--- src/rtl/fetch_ctrl.sv ---
// ----------------------------------------------------------------------------
// fetch_ctrl
// Instruction-fetch sequencer sitting between the PC register, the
// instruction bus and the IF/ID stage. One bus request at a time is issued
// from the current PC. The PC register is advanced (pc_en_o) or reloaded
// (pc_flush_o/new_pc_o), with an exception redirect taking priority over a
// taken branch. Fetches made stale by a redirect are drained and discarded.
// A one-entry skid buffer absorbs a returning word while decode stalls.
//
// Ports
//   clk, rst            clock; synchronous active-low reset
//   pc_i                current PC from the PC register
//   pc_en_o             advance PC by 4
//   pc_flush_o          load PC with new_pc_o (never together with pc_en_o)
//   new_pc_o            PC load value
//   exc_flag_i/exc_pc_i exception/eret redirect pulse and target
//   branch_flag_i/branch_target_i  taken-branch pulse and target
//   inst_req_o/inst_addr_o         bus request and address
//   inst_ack_i/inst_rdata_i        bus acknowledge and data (same cycle)
//   stall_i             IF/ID not accepting this cycle
//   inst_valid_o/inst_o/inst_pc_o  registered instruction to IF/ID
//   busy_o              request outstanding or redirect pending
// ----------------------------------------------------------------------------
module fetch_ctrl #(
   parameter logic [31:0] RESET_PC = 32'hbfc00000
) (
   input  logic        clk,
   input  logic        rst,
   input  logic [31:0] pc_i,
   output logic        pc_en_o,
   output logic        pc_flush_o,
   output logic [31:0] new_pc_o,
   input  logic        exc_flag_i,
   input  logic [31:0] exc_pc_i,
   input  logic        branch_flag_i,
   input  logic [31:0] branch_target_i,
   output logic        inst_req_o,
   output logic [31:0] inst_addr_o,
   input  logic        inst_ack_i,
   input  logic [31:0] inst_rdata_i,
   input  logic        stall_i,
   output logic        inst_valid_o,
   output logic [31:0] inst_o,
   output logic [31:0] inst_pc_o,
   output logic        busy_o
);

   typedef enum logic [1:0] {IDLE, REQ, DRAIN, FULL} state_t;

   state_t      state_reg, state_next;
   logic        pend_valid_reg, pend_valid_next;
   logic        pend_exc_reg, pend_exc_next;
   logic [31:0] pend_pc_reg, pend_pc_next;
   logic [31:0] skid_inst_reg, skid_inst_next;
   logic [31:0] skid_pc_reg, skid_pc_next;
   logic        inst_valid_reg, inst_valid_next;
   logic [31:0] inst_reg, inst_next;
   logic [31:0] inst_pc_reg, inst_pc_next;

   // Redirect seen this cycle, merged with any pending one. A pending
   // exception outranks a fresh branch; a fresh exception outranks all.
   logic        redir_any;
   logic        redir_exc;
   logic [31:0] redir_pc;

   always_comb begin
      redir_any = 1'b0;
      redir_exc = 1'b0;
      redir_pc  = pend_pc_reg;
      if (exc_flag_i) begin
         redir_any = 1'b1;
         redir_exc = 1'b1;
         redir_pc  = exc_pc_i;
      end else if (pend_valid_reg && pend_exc_reg) begin
         redir_any = 1'b1;
         redir_exc = 1'b1;
      end else if (branch_flag_i) begin
         redir_any = 1'b1;
         redir_pc  = branch_target_i;
      end else if (pend_valid_reg) begin
         redir_any = 1'b1;
      end
   end

   logic apply;
   logic pc_en_c, pc_flush_c, req_c;
   logic [31:0] new_pc_c;

   always_comb begin
      state_next      = state_reg;
      pend_valid_next = pend_valid_reg;
      pend_exc_next   = pend_exc_reg;
      pend_pc_next    = pend_pc_reg;
      skid_inst_next  = skid_inst_reg;
      skid_pc_next    = skid_pc_reg;
      // Output slot drains whenever decode accepts.
      inst_valid_next = inst_valid_reg && stall_i;
      inst_next       = inst_reg;
      inst_pc_next    = inst_pc_reg;
      apply           = 1'b0;
      pc_en_c         = 1'b0;
      pc_flush_c      = 1'b0;
      req_c           = 1'b0;
      new_pc_c        = RESET_PC;

      case (state_reg)
         IDLE: begin
            state_next = REQ;
            apply      = redir_any;
         end
         REQ: begin
            req_c = 1'b1;
            if (redir_any) begin
               if (inst_ack_i) begin
                  apply = 1'b1;
               end else begin
                  // Bus request must stay stable; remember where to go.
                  state_next      = DRAIN;
                  pend_valid_next = 1'b1;
                  pend_exc_next   = redir_exc;
                  pend_pc_next    = redir_pc;
               end
            end else if (inst_ack_i) begin
               pc_en_c = 1'b1;
               if (!inst_valid_reg || !stall_i) begin
                  inst_next       = inst_rdata_i;
                  inst_pc_next    = pc_i;
                  inst_valid_next = 1'b1;
               end else begin
                  skid_inst_next = inst_rdata_i;
                  skid_pc_next   = pc_i;
                  state_next     = FULL;
               end
            end
         end
         DRAIN: begin
            req_c = 1'b1;
            if (inst_ack_i) begin
               apply = 1'b1;
            end else begin
               pend_valid_next = redir_any;
               pend_exc_next   = redir_exc;
               pend_pc_next    = redir_pc;
            end
         end
         FULL: begin
            if (redir_any) begin
               apply = 1'b1;
            end else if (!stall_i) begin
               inst_next       = skid_inst_reg;
               inst_pc_next    = skid_pc_reg;
               inst_valid_next = 1'b1;
               state_next      = REQ;
            end
         end
         default: state_next = IDLE;
      endcase

      if (apply) begin
         pc_flush_c      = 1'b1;
         new_pc_c        = redir_pc;
         inst_valid_next = 1'b0;
         pend_valid_next = 1'b0;
         pend_exc_next   = 1'b0;
         state_next      = REQ;
      end
   end

   // Control outputs are forced quiet while reset is held.
   assign pc_en_o      = rst & pc_en_c;
   assign pc_flush_o   = rst & pc_flush_c;
   assign inst_req_o   = rst & req_c;
   assign new_pc_o     = (rst && pc_flush_c) ? new_pc_c : RESET_PC;
   assign inst_addr_o  = pc_i;
   assign busy_o       = rst && (state_reg == REQ || state_reg == DRAIN);
   assign inst_valid_o = inst_valid_reg;
   assign inst_o       = inst_reg;
   assign inst_pc_o    = inst_pc_reg;

   always_ff @(posedge clk) begin
      if (!rst) begin
         state_reg      <= IDLE;
         pend_valid_reg <= 1'b0;
         pend_exc_reg   <= 1'b0;
         pend_pc_reg    <= 32'h0;
         skid_inst_reg  <= 32'h0;
         skid_pc_reg    <= 32'h0;
         inst_valid_reg <= 1'b0;
         inst_reg       <= 32'h0;
         inst_pc_reg    <= 32'h0;
      end else begin
         state_reg      <= state_next;
         pend_valid_reg <= pend_valid_next;
         pend_exc_reg   <= pend_exc_next;
         pend_pc_reg    <= pend_pc_next;
         skid_inst_reg  <= skid_inst_next;
         skid_pc_reg    <= skid_pc_next;
         inst_valid_reg <= inst_valid_next;
         inst_reg       <= inst_next;
         inst_pc_reg    <= inst_pc_next;
      end
   end

endmodule
--- config.mk ---
export PLATFORM = sky130hd
export DESIGN_NAME = fetch_ctrl
export DESIGN_NICKNAME = d
export VERILOG_FILES = /design/src/rtl/fetch_ctrl.sv
export SDC_FILE = /design/constraint.sdc
export NUM_CORES = 1
export LEC_CHECK = 0
export ABC_CLOCK_PERIOD_IN_PS = 5400
export CORE_UTILIZATION = 49
export DETAILED_ROUTE_END_ITERATION = 10
export PLACE_DENSITY = 0.86
export SYNTH_ARGS = -nofsm -noshare
export SYNTH_HDL_FRONTEND = slang
export SYNTH_SLANG_ARGS = --single-unit
--- constraint.sdc ---
create_clock -name clk -period 5.4 [get_ports clk]
set_input_delay 0.54 -clock clk [delete_from_list [all_inputs] [get_ports clk]]
set_output_delay 0.54 -clock clk [all_outputs]
set_load 0.02 [all_outputs]
Word-level counts from Yosys, hierarchy flattened
Index checks and enable logic that the tools add are counted.
{"block": "totals", "register_bits": 165, "inputBits": 134, "output_inout_bits": 133, "word_cells": 111}
{"block": "classes", "eq_ne": 19, "mux": 55, "bitwise": 6, "n_reduce_logical": 21}
{"operator": "two-way mux 32 bit", "n": 17}
{"operator": "one-hot mux 32 bit (2 select lines)", "n": 3}
{"operator": "two-way mux 1 bit", "n": 24}
{"operator": "AND reduction 6 bit", "n": 3}
{"operator": "inequality test 2 bit, second input constant", "n": 8}
{"operator": "inequality test 3 bit, second input constant", "n": 5}
{"operator": "two-way mux 2 bit", "n": 6}
{"operator": "inequality test 4 bit, second input constant", "n": 3}
{"operator": "AND reduction 4 bit", "n": 2}
{"operator": "one-hot mux 1 bit (2 select lines)", "n": 3}
{"operator": "one-hot mux 2 bit (3 select lines)", "n": 1}
{"operator": "equality test 2 bit, second input constant", "n": 2}
{"operator": "logical AND 1 bit", "n": 4}
{"operator": "one-hot mux 1 bit (4 select lines)", "n": 1}
{"operator": "nonzero test 2 bit", "n": 2}
{"operator": "nonzero test 4 bit", "n": 1}
{"operator": "OR reduction 2 bit", "n": 2}
{"operator": "bitwise AND 1 bit", "n": 3}
{"operator": "inverter 1 bit", "n": 3}
{"operator": "nonzero test 3 bit", "n": 1}
{"operator": "equality test 2 x 1 -> 1 bit, second input constant", "n": 1}
{"operator": "zero test 1 bit", "n": 2}
{"operator": "zero test 2 bit", "n": 1}
{"operator": "logical OR 1 bit", "n": 2}
{"operator": "AND reduction 2 bit", "n": 1}

Logic depth before layout (Yosys ltp)
{"block": "depth", "depth_word": 9, "ltp_mapped": 9}

Least setup slack after synthesis
OpenSTA, ideal clock, no wires.
{"block": "synth_path", "path_type": "register -> output", "startpoint": "register state_reg[0]", "endpoint": "output port new_pc_o[14]", "arrival_time_ps": 2021, "path_slack_ps": 2839, "path_stages_with_launch": 9, "cell_sequence": "dfxtp_1 -> inv_1 -> ha_1 -> nand3b_1 -> o21ai_0 -> nand2_1 -> inv_1 -> clkbuf_1 -> and3_1"}
{"block": "synth_between", "elab_chain_len": 5, "word_cells_on_any_way": 9, "cone_classes": "eq/ne: 3; mux: 4; reduce/logical: 2"}
{"element": "from (decl)", "line": "50", "source": "state_t state_reg, state_next;"}
{"element": "from (signal assigned)", "line": "192", "source": "state_reg <= state_next;"}
{"element": "equality test 2 bit (tied with other cells)", "line": "106", "source": "case (state_reg)"}
{"element": "one-hot mux 1 bit (4 select lines) (*)", "line": "106"}
{"element": "two-way mux 1 bit", "line": "159", "source": "if (apply) begin"}
{"element": "logical AND 1 bit", "line": "173", "source": "assign new_pc_o = (rst && pc_flush_c) ? new_pc_c : RESET_PC;"}
{"element": "two-way mux 32 bit (*)", "line": "173"}
{"element": "to (decl)", "line": "32", "source": "output logic [31:0] new_pc_o,"}
Every way passes the cells marked *; elsewhere a longest branch is shown, timed or not.

Final worst setup path
{"block": "layout_path", "startpoint": "register state_reg[0]", "endpoint": "output port new_pc_o[12]"}
Same word-level chain as after synthesis.

==> key figures <==
Status
  • Status: finished, final reports clean

Power
  • Leakage: 3.67 nW
  • Internal power: 2.37 mW
  • Peak VDD IR: 0.000218 V
  • Sequential power share: 40.1%
  • Clock power share: 37.5%
  • NetSw: 915 uW
  • Power Density: 305 nW/um^2
  • Net Sw Frac: 27.9%
  • Comb power frac: 22.4%

Placement
  • I/O Buffers: 266
  • Post-Place Cell Area: 10,200 sq um
  • HPWL Detailed: 14.2 mm
  • DP Cell Count: 1,255
  • RePlAce Congestion: 0.796
  • Pre-CTS setup slack: 1540 ps

Routing
  • DRT Wirelength: 22.0 mm
  • DR vias/cell: 5.64
  • DR WL/cell: 17.2 um
  • DRC viols: 0
  • Drt pass-1 iters: 4
  • Drt initial violations: 429
  • DR vias: 7,241
  • Remaining antenna violation count after routing: 0

Timing
  • Max Clock Freq: 0.251 GHz
  • Hold Fails Final Rpt: 0
  • Final Cycle Share: 73.7%
  • Setup TNS: 0 ps
  • Clk_skew: 12.9 ps
  • RSZ-0062 raised after global routing: false
  • Final min period: 3980 ps
  • Hold_ws: 454 ps
  • Final slew viol count: 0
  • Worst Max-Slew Pin Slew: 891 ps
  • Rel. slew slack: 40.6%
  • Final WS setup: 1420 ps
  • Final-report setup violation count: 0

Critical path
  • Setup CP Type: flop to output pin
  • Crit path capture type: output pin
  • R2r endpoint: inst_pc_o[1]$_SDFFE_PN0P_
  • CP Launch Point: state_reg[0]$_SDFFE_PN0P_
  • Cell mode on critical path: inv_1
  • R2R Setup Slk: 2420 ps
  • CP Capture Point: new_pc_o[12]
  • Critical path arrival: 3440 ps
  • Slowest Stage Delay on Critical Path: 600 ps
  • Cells on worst reg2reg path: 5
  • CP max stage cell: inv_1
  • CP max FO: 24
  • Worst path required time: 4860 ps
  • Critical path, cell by cell: inv_1 > ha_1 > nand3b_1 > o21ai_0 > nand2_1 > inv_1 > and3_1 > clkdlybuf4s50_1
  • Reg2reg start: pend_valid_reg$_SDFFE_PP0P_
  • Startpoint Class: flop

Yosys
  • Synth top cells by count: dfxtp_1 (165), a21oi_1 (134), nand2_1 (131)
  • Post-synth cell types: 39
  • Post-Syn Nets: 1,017
  • Avg Cell Area, Syn: 8.85 sq um
  • Post-Synth XOR/XNOR Area: 0%
  • Mux contribution to synthesized area: 8.35%
  • Main synth FF type: dfxtp_1
  • Most frequent cell after synthesis: dfxtp_1
  • Main area contributors after synthesis: dfxtp_1 (42%), a21oi_1 (8.6%), mux2i_1 (8.4%)
  • Asr flop ratio synth: 0%
  • Largest family of logic cells by synthesized area: compound AO/OA/AOI/OAI gates
  • Synth warn: 0
  • Simple-gate share of the synthesized area: 15.1%
  • Top cell type's share of synthesized area: 42.4%
  • Synthesized area: 7790 sq um
  • #FFs+latches synth: 165
  • Compound-gate portion of the synthesized area: 24.7%
  • Syn Inst Count: 880
  • Number of synthesized flops with an enable pin: 0
  • Sequential area share after synthesis: 42.4%
  • Dominant cell type by area after synthesis: dfxtp_1
  • Adder-Cell Fraction of Synth Area: 0.482%

Global routing
  • First-pass GRT wire length: 34.7 mm
  • Remaining global-route overflow: 0
  • Vias in the first global route: 7,013
  • Largest net degree at the start of global routing: 85
  • Tot GR Track Use: 26.7%
  • Initial antenna violation count: 0

Floorplan
  • Core Region: 15,400 sq um
  • FP Rows: 45
  • Initial core utilization: 50.7%
  • Die area: 16,400 sq um
  • Die X-Extent: 128 um
  • I/O pins: 267
  • Die Ht: 128 um

Final layout
  • Storage cell area: 3300 sq um
  • Fillcell total: 1,203
  • Fin area: 10,800 sq um
  • Area of the multi-input gates: 3840 sq um
  • Final antenna diode count: 0
  • Final #Nets: 1,200
  • Layout Cells excl Fill: 1,284
  • Layout cells sized above 1: 4.85%
  • Layout area overhead: 38.2%

Clock network
  • CTS root buf: clkbuf_16
  • Clock sinks: 165
  • Clock tree buffer depth: 2
  • # hold bufs at CTS: 0
  • Worst-Skew Late Latency: 420 ps
  • # H-tree levels: 4
  • Post-CTS Setup Inserts: 0
  • Post-CTS resize count: 0
  • Number of buffers created by CTS: 17
  • Clock-pin slew on the worst setup and hold paths: 70 ps
  • CTS tree: done

Worst hold path
  • Hold/Removal Path Class: flop to flop

Run
  • Max-Cap Viols: 0
==> worst min-delay path by stage <==
stage | start | cells after the start | endpoint | slack, ps
floorplan | pend_pc_reg[0]$_SDFFE_PN0P_ | 1 | pend_pc_reg[0]$_SDFFE_PN0P_ | 430
finish | skid_inst_reg[8]$_SDFFE_PN0P_ | 2 | skid_inst_reg[8]$_SDFFE_PN0P_ | 450
global placement | pend_pc_reg[16]$_SDFFE_PN0P_ | 1 | pend_pc_reg[16]$_SDFFE_PN0P_ | 440
detailed placement | pend_pc_reg[15]$_SDFFE_PN0P_ | 1 | pend_pc_reg[15]$_SDFFE_PN0P_ | 450
global route | skid_pc_reg[7]$_SDFFE_PN0P_ | 2 | skid_pc_reg[7]$_SDFFE_PN0P_ | 470
CTS | skid_pc_reg[7]$_SDFFE_PN0P_ | 2 | skid_pc_reg[7]$_SDFFE_PN0P_ | 450
==> final cells by class <==
cell class	instances	share of cell area (%)
clock buffers	18	4.08
repair buffers	278	25.5
multi-input cells	595	35.6
well taps	211	2.45
inverters	6	0.232
flip-flops and latches	165	30.7
clock inverters	11	1.42
==> metrics by stage <==
step	total power, mW	utilization [%]
after floorplan	1.75	-
after global placement	2.06	66.2
after detailed placement	2.07	66.2
after CTS	3.30	70.1
after global routing	3.41	70.1
final	3.28	70.1
==> power by group through the flow <==
stage / Combinational [mW] / Sequential [mW] / Clock (mW)
final: 0.734 / 1.32 / 1.23
after global routing: 0.785 / 1.32 / 1.30
after CTS: 0.735 / 1.32 / 1.25
after detailed placement: 0.731 / 1.34 / 0
after global placement: 0.722 / 1.34 / 0
after floorplan: 0.376 / 1.38 / 0
==> worst max-delay path: cells and delay by family (launching register included) <==
family                     cells  cell delay, ps
and+or+nand+nor                3             770
buffers and inverters          3            1280
DFF                            1             440
AOI/OAI and AO/OA              1             120
adders and majority gates      1             380
==> layer usage <==
metal,GRT usage (%),wire length (um)
met4,8.86,397
met5,0,0
met2,46.2,10600
met1,30.1,8860
met3,9.97,2150
==> logic make-up (layout without fill, tap and decap cells) <==
group / after synthesis / count (layout)
adders and majority gates: 3 / 3
AOI/OAI and AO/OA: 284 / 284
muxes: 65 / 65
buffers and inverters: 120 / 313
and+or+nand+nor: 243 / 243
DFF: 165 / 165
==> placed cells by master (no fill, tap or decap), drive strengths merged, types with 18 or more instances in the layout <==
| cell | n |
|---|---|
| a211o | 32 |
| a211oi | 67 |
| a21oi | 134 |
| a32o | 32 |
| and3 | 23 |
| clkbuf | 18 |
| clkdlybuf4s50 | 265 |
| dfxtp | 165 |
| mux2i | 65 |
| nand2 | 131 |
| nand2b | 34 |
| nor2b | 33 |
(Power assumes the default switching activity.)
